===== src/rtl/fpu_mem_operand_loader.sv =====
// fpu_mem_operand_loader
//
// Operand-fetch stage for the FPU load path. It reads 2, 4 or 5 consecutive
// little-endian 16-bit words from the bus, starting at a byte address. It
// assembles them into a zero-extended 80-bit operand and presents that operand
// with a one-cycle valid pulse. For FP64 loads the same pulse also enables the
// FP64->FP80 converter, which takes operand[63:0] directly.
//
// Ports
//   clk            clock, rising edge
//   reset_n        asynchronous active-low reset
//   start          load request, sampled only while idle
//   fmt            00: 2 words, 01: 4 words (FP64), 10: 5 words, 11: illegal
//   base_addr      byte address of the least significant word
//   abort          cancels a load that is fetching words
//   mem_req        read request to the bus interface
//   mem_addr       byte address of the word being requested
//   mem_ack        mem_rdata holds the requested word this cycle
//   mem_rdata      read data word
//   operand        assembled operand; held from completion until the next load
//   operand_valid  one-cycle pulse when the operand is complete
//   conv_enable    operand_valid for FP64 loads
//   conv_fp64      operand[63:0]
//   busy           high while fetching words and during the valid cycle
//   error          one-cycle pulse after start with an illegal fmt
module fpu_mem_operand_loader #(
  parameter int ADDR_W = 20
) (
  input  logic              clk,
  input  logic              reset_n,
  input  logic              start,
  input  logic [1:0]        fmt,
  input  logic [ADDR_W-1:0] base_addr,
  input  logic              abort,
  output logic              mem_req,
  output logic [ADDR_W-1:0] mem_addr,
  input  logic              mem_ack,
  input  logic [15:0]       mem_rdata,
  output logic [79:0]       operand,
  output logic              operand_valid,
  output logic              conv_enable,
  output logic [63:0]       conv_fp64,
  output logic              busy,
  output logic              error
);

  typedef enum logic [1:0] {
    S_IDLE = 2'd0,
    S_REQ  = 2'd1,
    S_DONE = 2'd2
  } state_t;

  localparam logic [1:0] FMT_W2      = 2'b00;
  localparam logic [1:0] FMT_W4      = 2'b01;
  localparam logic [1:0] FMT_ILLEGAL = 2'b11;

  state_t            r_state;
  logic [1:0]        r_fmt;
  logic [ADDR_W-1:0] r_base;
  logic [2:0]        r_cnt;
  logic [79:0]       r_operand;
  logic              r_mem_req;
  logic [ADDR_W-1:0] r_mem_addr;
  logic              r_valid;
  logic              r_conv_en;
  logic              r_busy;
  logic              r_error;

  logic [2:0]        w_last_cnt;
  logic [2:0]        w_cnt_inc;
  logic [ADDR_W-1:0] w_next_addr;

  // Index of the final word for the latched format.
  always_comb begin
    case (r_fmt)
      FMT_W2:  w_last_cnt = 3'd1;
      FMT_W4:  w_last_cnt = 3'd3;
      default: w_last_cnt = 3'd4;
    endcase
  end

  // The address of the following word is computed ahead of time, so that
  // mem_addr is a register and advances on the same edge that consumes an
  // ack. The sum wraps at ADDR_W bits.
  assign w_cnt_inc   = r_cnt + 3'd1;
  assign w_next_addr = r_base + ADDR_W'({w_cnt_inc, 1'b0});

  always_ff @(posedge clk or negedge reset_n) begin
    if (!reset_n) begin
      r_state    <= S_IDLE;
      r_fmt      <= 2'b00;
      r_base     <= '0;
      r_cnt      <= 3'd0;
      r_operand  <= '0;
      r_mem_req  <= 1'b0;
      r_mem_addr <= '0;
      r_valid    <= 1'b0;
      r_conv_en  <= 1'b0;
      r_busy     <= 1'b0;
      r_error    <= 1'b0;
    end else begin
      // Pulse outputs default low; they are raised only for one cycle.
      r_valid   <= 1'b0;
      r_conv_en <= 1'b0;
      r_error   <= 1'b0;

      case (r_state)
        S_IDLE: begin
          if (start) begin
            if (fmt == FMT_ILLEGAL) begin
              r_error <= 1'b1;
            end else begin
              r_fmt      <= fmt;
              r_base     <= base_addr;
              r_cnt      <= 3'd0;
              r_operand  <= '0;
              r_mem_req  <= 1'b1;
              r_mem_addr <= base_addr;
              r_busy     <= 1'b1;
              r_state    <= S_REQ;
            end
          end
        end

        S_REQ: begin
          if (abort) begin
            // Abort takes priority over a simultaneous ack. That word is dropped.
            r_mem_req  <= 1'b0;
            r_mem_addr <= '0;
            r_busy     <= 1'b0;
            r_state    <= S_IDLE;
          end else if (mem_ack) begin
            for (int w = 0; w < 5; w++) begin
              if (r_cnt == 3'(w)) begin
                r_operand[16*w +: 16] <= mem_rdata;
              end
            end
            r_cnt <= w_cnt_inc;
            if (r_cnt == w_last_cnt) begin
              r_mem_req  <= 1'b0;
              r_mem_addr <= '0;
              r_valid    <= 1'b1;
              r_conv_en  <= (r_fmt == FMT_W4);
              r_state    <= S_DONE;
            end else begin
              r_mem_addr <= w_next_addr;
            end
          end
        end

        S_DONE: begin
          r_busy  <= 1'b0;
          r_state <= S_IDLE;
        end

        default: begin
          r_mem_req  <= 1'b0;
          r_mem_addr <= '0;
          r_busy     <= 1'b0;
          r_state    <= S_IDLE;
        end
      endcase
    end
  end

  assign mem_req       = r_mem_req;
  assign mem_addr      = r_mem_addr;
  assign operand       = r_operand;
  assign operand_valid = r_valid;
  assign conv_enable   = r_conv_en;
  assign conv_fp64     = r_operand[63:0];
  assign busy          = r_busy;
  assign error         = r_error;

endmodule

===== config.mk =====
export PLATFORM = sky130hd
export DESIGN_NAME = fpu_mem_operand_loader
export DESIGN_NICKNAME = d
export VERILOG_FILES = /design/src/rtl/fpu_mem_operand_loader.sv
export SDC_FILE = /design/constraint.sdc
export NUM_CORES = 1
export LEC_CHECK = 0
export ABC_CLOCK_PERIOD_IN_PS = 2400
export BUFFER_PORTS_ARGS = -buffer_cell sky130_fd_sc_hd__buf_2
export CAP_MARGIN = 25
export CORE_ASPECT_RATIO = 1.4
export CORE_UTILIZATION = 31
export DETAILED_ROUTE_END_ITERATION = 16
export HOLD_SLACK_MARGIN = 0.02
export PLACE_DENSITY = 0.61
export SETUP_SLACK_MARGIN = 0.5
export SLEW_MARGIN = 20
export SYNTH_ARGS = -nofsm -noshare
export SYNTH_HDL_FRONTEND = slang
export SYNTH_SLANG_ARGS = --single-unit

===== constraint.sdc =====
create_clock -name clk -period 2.4 [get_ports clk]
set_input_delay 0.48 -clock clk [delete_from_list [all_inputs] [get_ports clk]]
set_output_delay 0.48 -clock clk [all_outputs]
set_load 0.01 [all_outputs]

==> impl_metrics.yaml, run 1 <==
die:
  placement_rows: 61
  dieWidth_um: 123
  starting_density_of_the_core: 0.318
  ios: 212
  die_y_extent_um: 172
  area_of_the_die_sq_um: 21100
  floorplan.core_area_sq_um: 20000
clock_tree:
  holdBufCountCts: 0
  h-tree-depth: 4
  max-clock-path-buffers: 2
  cts_inserted_buffers: 17
  clock_tree.root_cell: "sky130_fd_sc_hd__clkbuf_16"
  cts_tree: "built"
  clk_pin_slew_ns: 0.06
  clock_insertion_delay_worst_skew_ns: 0.42
  cts_num_sinks: 132
yosys:
  synthDistinctLibCells: 53
  yosys.area.top_type: "sky130_fd_sc_hd__dfrtp_1"
  cell_count_after_synthesis: 567
  ys_seq_elements: 132
  synth_top_area_frac: 0.519
  postSynthNetCount: 619
  synthesis.area_sq_um: 6370
  yosysWarnings: 0
  yosys-top-cells-area: "sky130_fd_sc_hd__dfrtp_1, sky130_fd_sc_hd__mux2_2, sky130_fd_sc_hd__buf_4"
  sequential_element_share_of_the_synthesized_area: 0.519
  synth_edf_count: 0
  synth_async_sr_flop_share: 1.00
  synth_area_per_cell_sq_um: 11.2
  yosys_most_used_dff: "sky130_fd_sc_hd__dfrtp_1"
route:
  route.detailed.wl_per_inst_um: 16.7
  drt_iter0_drc: 166
  drt-total-wl_um: 16800
  detail-route-antenna-nets: 0
  drc_errors: 0
  route.detailed.vias_per_inst: 4.74
  first_pass_iters: 4
  vias: 4769
global_route:
  grt_pass1_vias: 4548
  grt_util_all_layers: 0.163
  grt_pass1_wl_um: 25400
  grt_start_max_net_pins: 60
  antenna_found_initial: 0
  globalRoute.totalOverflow: 0
sta:
  final_worst_hold_slack_ns: 0.0455
  slew_headroom: 0.585
  drv_slew: 0
  finalSetupTns_ns: 0
  setup_violations: 0
  timing.final.crit_share: 0.847
  max_freq_ghz: 0.492
  timing_hold_violations_final: 0
  grt_setup_unrepaired: "true"
  finalCriticalPeriod_ns: 2.03
  tightest_slew_ns: 0.614
  skew_ns: 0.00916
power_and_ir_drop:
  irDropWorstVdd_mv: 0.484
  finalPower_mw: 9.52
  power.static_leakage_nw: 4.27
  pwr_density_cell_nw_per_um2: 1150
cells_and_area:
  finalNonFillerCells: 1006
  post_route_cells_drive_above_1_share: 0.512
  final_common_cell: "sky130_fd_sc_hd__buf_2"
  layout.cells.most_common_list: "sky130_fd_sc_hd__buf_2, sky130_fd_sc_hd__dfrtp_1, sky130_fd_sc_hd__nand2_1"
  post_layout_net_count: 793
  diodes: 0
  postLayoutCoreUtil: 0.413
  area_growth_pct: 29.7
placed_design:
  count_of_input_and_output_buffers: 211
  hpwl_um: 11900
  dpl.cell_count: 964
  gpl.final_weighted_congestion: 0.785
setup_path:
  critPathArrivalTime_ns: 2.39
  endpoint_kind: "flop"
  critPathMaxFanout: 6
  timing.critical_path.from_type: "flop"
  timing.critical_path.required_ns: 2.76
  critPathKind: "reg -> reg"
outcome:
  run_status: "finished clean"
min_path:
  timing.hold.worst.class: "in -> async"
job:
  max_cap_viol_count: 0
[through the flow]
stage / setup slack (ns) / cell area (sq um)
floorplan: 0.416 / 6410
CTS: 0.372 / 8130
finish: 0.367 / 8260
detailed placement: 0.175 / 7360
global route: 0.314 / 8260
global placement: 0.228 / 7360
[kinds of logic after synthesis]
group	Yosys count	synth area share
AO/OA/AOI/OAI	65	0.0713
XOR/XNOR	13	0.0179
adder cells (fa/ha/maj)	9	0.0189
buffers and inverters	93	0.101
flip-flops	132	0.519
multiplexers	80	0.141
AND/OR/NAND/NOR	175	0.131
[critical path, stage by stage (launching register included)]
cell                      delay (ns)
sky130_fd_sc_hd__dfrtp_2        0.45
sky130_fd_sc_hd__ha_4           0.17
sky130_fd_sc_hd__ha_4           0.25
sky130_fd_sc_hd__inv_2          0.04
sky130_fd_sc_hd__ha_4           0.28
sky130_fd_sc_hd__a21oi_4        0.07
sky130_fd_sc_hd__buf_6          0.14
sky130_fd_sc_hd__or3_1          0.32
sky130_fd_sc_hd__a21oi_2        0.14
sky130_fd_sc_hd__a221o_1        0.11
[where the power goes]
| group | switching, mW | total [mW] | internal [mW] |
|---|---|---|---|
| sequential | 0.584 | 3.52 | 2.93 |
| combinational | 1.77 | 3.38 | 1.61 |
| clock | 1.07 | 2.62 | 1.55 |
[metal layers]
layer | share of wire | track usage | vias up | routed length, um
li1 | - | - | 2227 | -
met1 | 0.41 | 0.182 | 2331 | 6880
met2 | 0.53 | 0.296 | 193 | 8880
met3 | 0.051 | 0.0338 | 18 | 860
met4 | 0.013 | 0.0660 | 0 | 224
met5 | 0 | 0 | - | 0
[cells in the mapped netlist, drive strengths merged (2+ instances only)]
library cell	count
xor2	5
a21o	5
clkbuf	6
ha	8
nor4	2
o31a	2
dfrtp	132
and4	2
nor2b	4
nand4	4
inv	8
o21ai	13
and3	2
or3b	2
a211oi	3
o211ai	8
nand2	97
xnor2	8
or3	2
nor3	3
and2	16
mux2	80
buf	79
a21oi	24
a22oi	3
nor2	17
o21a	2
nand3	18
nand2b	2
[cell type report]
type	instances	area, sq um
Timing Repair Buffer	240	1380
Clock inverter	15	168
Tap cell	252	315
Sequential cell	132	3310
Inverter	8	32.5
Multi-Input combinational cell	342	2630
Fill cell	1906	11700
Clock buffer	17	425
[registers in the layout, summed over array words and instances (netlist names)]
name	flops
conv_enable	1
error	1
r_cnt	3
busy	1
mem_addr	20
operand	80
mem_req	1
r_fmt	2
r_state	2
operand_valid	1
r_base	20
[worst paths after layout]
check	startpoint	to	slack, ns	cells past startpoint
max reg2reg	r_cnt[0]$_DFFE_PN0P_	mem_addr[10]$_DFFE_PN0P_	0.37	9
min	reset_n	operand[31]$_DFFE_PN0P_	0.05	1
max in group asynchronous	reset_n	operand[8]$_DFFE_PN0P_	1.68	2
max	r_cnt[0]$_DFFE_PN0P_	mem_addr[10]$_DFFE_PN0P_	0.37	9
min reg2reg	r_base[0]$_DFFE_PN0P_	r_base[0]$_DFFE_PN0P_	0.49	2
min in group clk	base_addr[15]	r_base[15]$_DFFE_PN0P_	0.27	3
[timing repair]
item                       CTS  global route
cloned                       1             1
resized for setup           28            22
setup endpoints to repair   91            82
buffers inserted             8             0
pin swaps                   18            10
No activity file was read; power rests on OpenSTA's default activity.
==> run 2, diff against run 1 <==
--- a/config.mk
+++ b/config.mk
@@ -5,7 +5,7 @@
 export SDC_FILE = /design/constraint.sdc
 export NUM_CORES = 1
 export LEC_CHECK = 0
-export ABC_CLOCK_PERIOD_IN_PS = 2400
+export ABC_CLOCK_PERIOD_IN_PS = 1700
 export BUFFER_PORTS_ARGS = -buffer_cell sky130_fd_sc_hd__buf_2
 export CAP_MARGIN = 25
 export CORE_ASPECT_RATIO = 1.4
==> constraint.sdc (replaced) <==
create_clock -name clk -period 1.7 [get_ports clk]
set_input_delay 0.34 -clock clk [delete_from_list [all_inputs] [get_ports clk]]
set_output_delay 0.34 -clock clk [all_outputs]
set_load 0.01 [all_outputs]
==> run 2 against run 1 <==
  * Clock skew up 0.0013 ns
  * Worst hold slack better by 0.098 ns
  * Largest power group is now combinational cells
  * Routed wire length up 25%
  * Design area up 29%
  * The flow now finishes with violations (setup timing)
  * Critical endpoint is now mem_addr[18]$_DFFE_PN0P_
  * Combinational power up 130%
  * Critical path depth up 1
==> impl_metrics.yaml, run 2 (synthesis gave the netlist of run 1 again) <==
outcome:
  run_status: "complete, but fails checks"
  failing_checks: "setup timing"
cells_and_area:
  postLayoutCoreUtil: 0.535
  diodes: 0
  largest_reg_flops: 80
  final_common_cell: "sky130_fd_sc_hd__buf_2"
  stdcell_area_sq_um: 10700
  layout.cells.most_common_list: "sky130_fd_sc_hd__buf_2, sky130_fd_sc_hd__dfrtp_1, sky130_fd_sc_hd__buf_4"
  area_growth_pct: 67.9
  post_route_cells_drive_above_1_share: 0.681
  post_layout_net_count: 941
  num-fill-cells: 1647
setup_path:
  critPathMaxFanout: 5
  worst_r2r_endpoint: "mem_addr[18]$_DFFE_PN0P_"
  timing.critical_path.slowest_cell_delay_ns: 0.46
  timing.critical_path.required_ns: 1.99
  critPathArrivalTime_ns: 2.36
  r2r_cells: 10
  critical_path.cell_chain: "ha_4 > ha_4 > inv_2 > ha_4 > a21oi_4 > buf_6 > buf_6 > nor3_4 > xnor2_1 > a211oi_2"
  critPathKind: "reg -> reg"
  endpoint_kind: "flop"
  critical_path.slowest_cell: "sky130_fd_sc_hd__dfrtp_2"
  ff2ff_setup_slack_ns: -0.36
  critical_path.startpoint: "r_cnt[1]$_DFFE_PN0P_"
  critPathBufInv: 3
  cpLargestDelayFamily: "adder cells"
  cp.depth: 10
  timing.critical_path.from_type: "flop"
  crit_path_frequent_cell: "sky130_fd_sc_hd__ha_4"
  worst_flop_to_flop_path_startpoint: "r_cnt[1]$_DFFE_PN0P_"
route:
  top_layer: "met4"
  met3_wirelength_um: 1060
  drt-total-wl_um: 21000
  detail-route-antenna-nets: 0
  drc_errors: 0
  route.detailed.wl_per_inst_um: 18.2
  detailroute.wirelength.met2_um: 11300
  vias: 5484
  m1WireLength_um: 8120
  route.detailed.vias_per_inst: 4.75
  first_pass_iters: 4
  drt_iter0_drc: 174
power_and_ir_drop:
  irDropWorstVdd_mv: 0.636
  pwr_density_cell_nw_per_um2: 1580
  power.static_leakage_nw: 5.61
  finalPower_mw: 16.9
global_route:
  grt_util_all_layers: 0.187
  grt_pass1_vias: 5306
  globalRoute.totalOverflow: 0
  grt_pass1_wl_um: 29600
  antenna_found_initial: 0
  grt_start_max_net_pins: 45
placed_design:
  hpwl_um: 12700
  count_of_input_and_output_buffers: 211
  gpl.final_weighted_congestion: 0.777
  dpl_cell_area_sq_um: 7940
sta:
  timing_hold_violations_final: 0
  skew_ns: 0.0105
  drv_slew: 0
  postLayoutSetupSlackWorst_ns: -0.364
  max_freq_ghz: 0.485
  tightest_slew_ns: 0.469
  finalSetupTns_ns: -10.61
  finalCriticalPeriod_ns: 2.06
  final_worst_hold_slack_ns: 0.144
  grt_setup_unrepaired: "true"
  slew_headroom: 0.687
  setup_violations: 93
  timing.final.crit_share: 1.21
die:
  area_of_the_die_sq_um: 21100
  starting_density_of_the_core: 0.318
  die_y_extent_um: 172
  dieWidth_um: 123
  floorplan.core_area_sq_um: 20000
  placement_rows: 61
  ios: 212
clock_tree:
  clock_insertion_delay_worst_skew_ns: 0.41
  cts_num_sinks: 132
  max-clock-path-buffers: 2
  cts_inserted_buffers: 17
  cts_tree: "built"
  h-tree-depth: 4
  clock_tree.root_cell: "sky130_fd_sc_hd__clkbuf_16"
  clk_pin_slew_ns: 0.06
min_path:
  min_path_cells: 3
  holdCritStartpoint: "base_addr[8]"
  whs_endpoint: "r_base[8]$_DFFE_PN0P_"
  timing.hold.worst.class: "in -> reg"
job:
  max_cap_viol_count: 0
==> run 2: cell count changes in the layout (fill, tap and decap cells not counted), moves of 5 or more <==
cell | before | now
sky130_fd_sc_hd__mux2_1 | 14 | 0
sky130_fd_sc_hd__nor2_1 | 13 | 7
sky130_fd_sc_hd__nor2_4 | 1 | 7
sky130_fd_sc_hd__and2_1 | 16 | 9
sky130_fd_sc_hd__nand2_1 | 90 | 54
sky130_fd_sc_hd__mux2_4 | 0 | 80
sky130_fd_sc_hd__buf_2 | 210 | 164
sky130_fd_sc_hd__mux2_2 | 66 | 0
sky130_fd_sc_hd__buf_12 | 5 | 11
sky130_fd_sc_hd__buf_6 | 5 | 82
sky130_fd_sc_hd__buf_4 | 19 | 122
sky130_fd_sc_hd__nand2_2 | 3 | 23
sky130_fd_sc_hd__nand2_4 | 4 | 17
sky130_fd_sc_hd__and2_2 | 0 | 5
==> run 2: worst max path at each step <==
stage	to	slack, ns
floorplan	mem_addr[16]$_DFFE_PN0P_	-0.28
finish	mem_addr[18]$_DFFE_PN0P_	-0.36
CTS	mem_addr[18]$_DFFE_PN0P_	-0.36
global placement	mem_addr[19]$_DFFE_PN0P_	-0.41
global route	mem_addr[18]$_DFFE_PN0P_	-0.46
detailed placement	mem_addr[19]$_DFFE_PN0P_	-0.47
==> run 2: worst min-delay path: stages <==
cell                      delay [ns]
sky130_fd_sc_hd__buf_2          0.10
sky130_fd_sc_hd__nand2_4        0.05
sky130_fd_sc_hd__nand2_2        0.04
==> run 2: through the flow <==
step / setup WS [ns] / instances
global placement: -0.408 / 1003
detailed placement: -0.469 / 1003
floorplan: -0.284 / 567
global route: -0.456 / 1154
finish: -0.364 / 1154
CTS: -0.365 / 1105
==> run 2: repair_timing <==
action / CTS / global route
hold buffers: 1 / 0
endpoints found under the hold margin: 40 / 0
resized for setup: 133 / 128
buffers inserted: 64 / 46
cloned: 5 / 3
pin swaps: 46 / 59
endpoints found under the setup margin: 298 / 301
==> run 2: where the power goes <==
| group | internal (mW) | total, mW | leakage (nW) | switching, mW |
|---|---|---|---|---|
| Clock | 2.48 | 3.98 | 0.301 | 1.50 |
| Sequential | 4.15 | 5.08 | 1.71 | 0.936 |
| Combinational | 4.57 | 7.86 | 3.60 | 3.30 |
==> run 2: metal layers <==
metal	up-vias	GRT usage
met1	2708	0.211
met2	226	0.343
met5	-	0
met3	33	0.0368
li1	2517	-
met4	0	0.0639
==> run 2: final cells by class <==
class / instances / area, sq um / share of cell area
multi-input combinational: 343 / 3360 / 0.314
sequential: 132 / 3310 / 0.310
clock inverter: 14 / 201 / 0.0188
timing repair buffer: 387 / 3040 / 0.285
tap: 252 / 315 / 0.0295
inverter: 8 / 35.0 / 0.00328
clock buffer: 18 / 429 / 0.0401
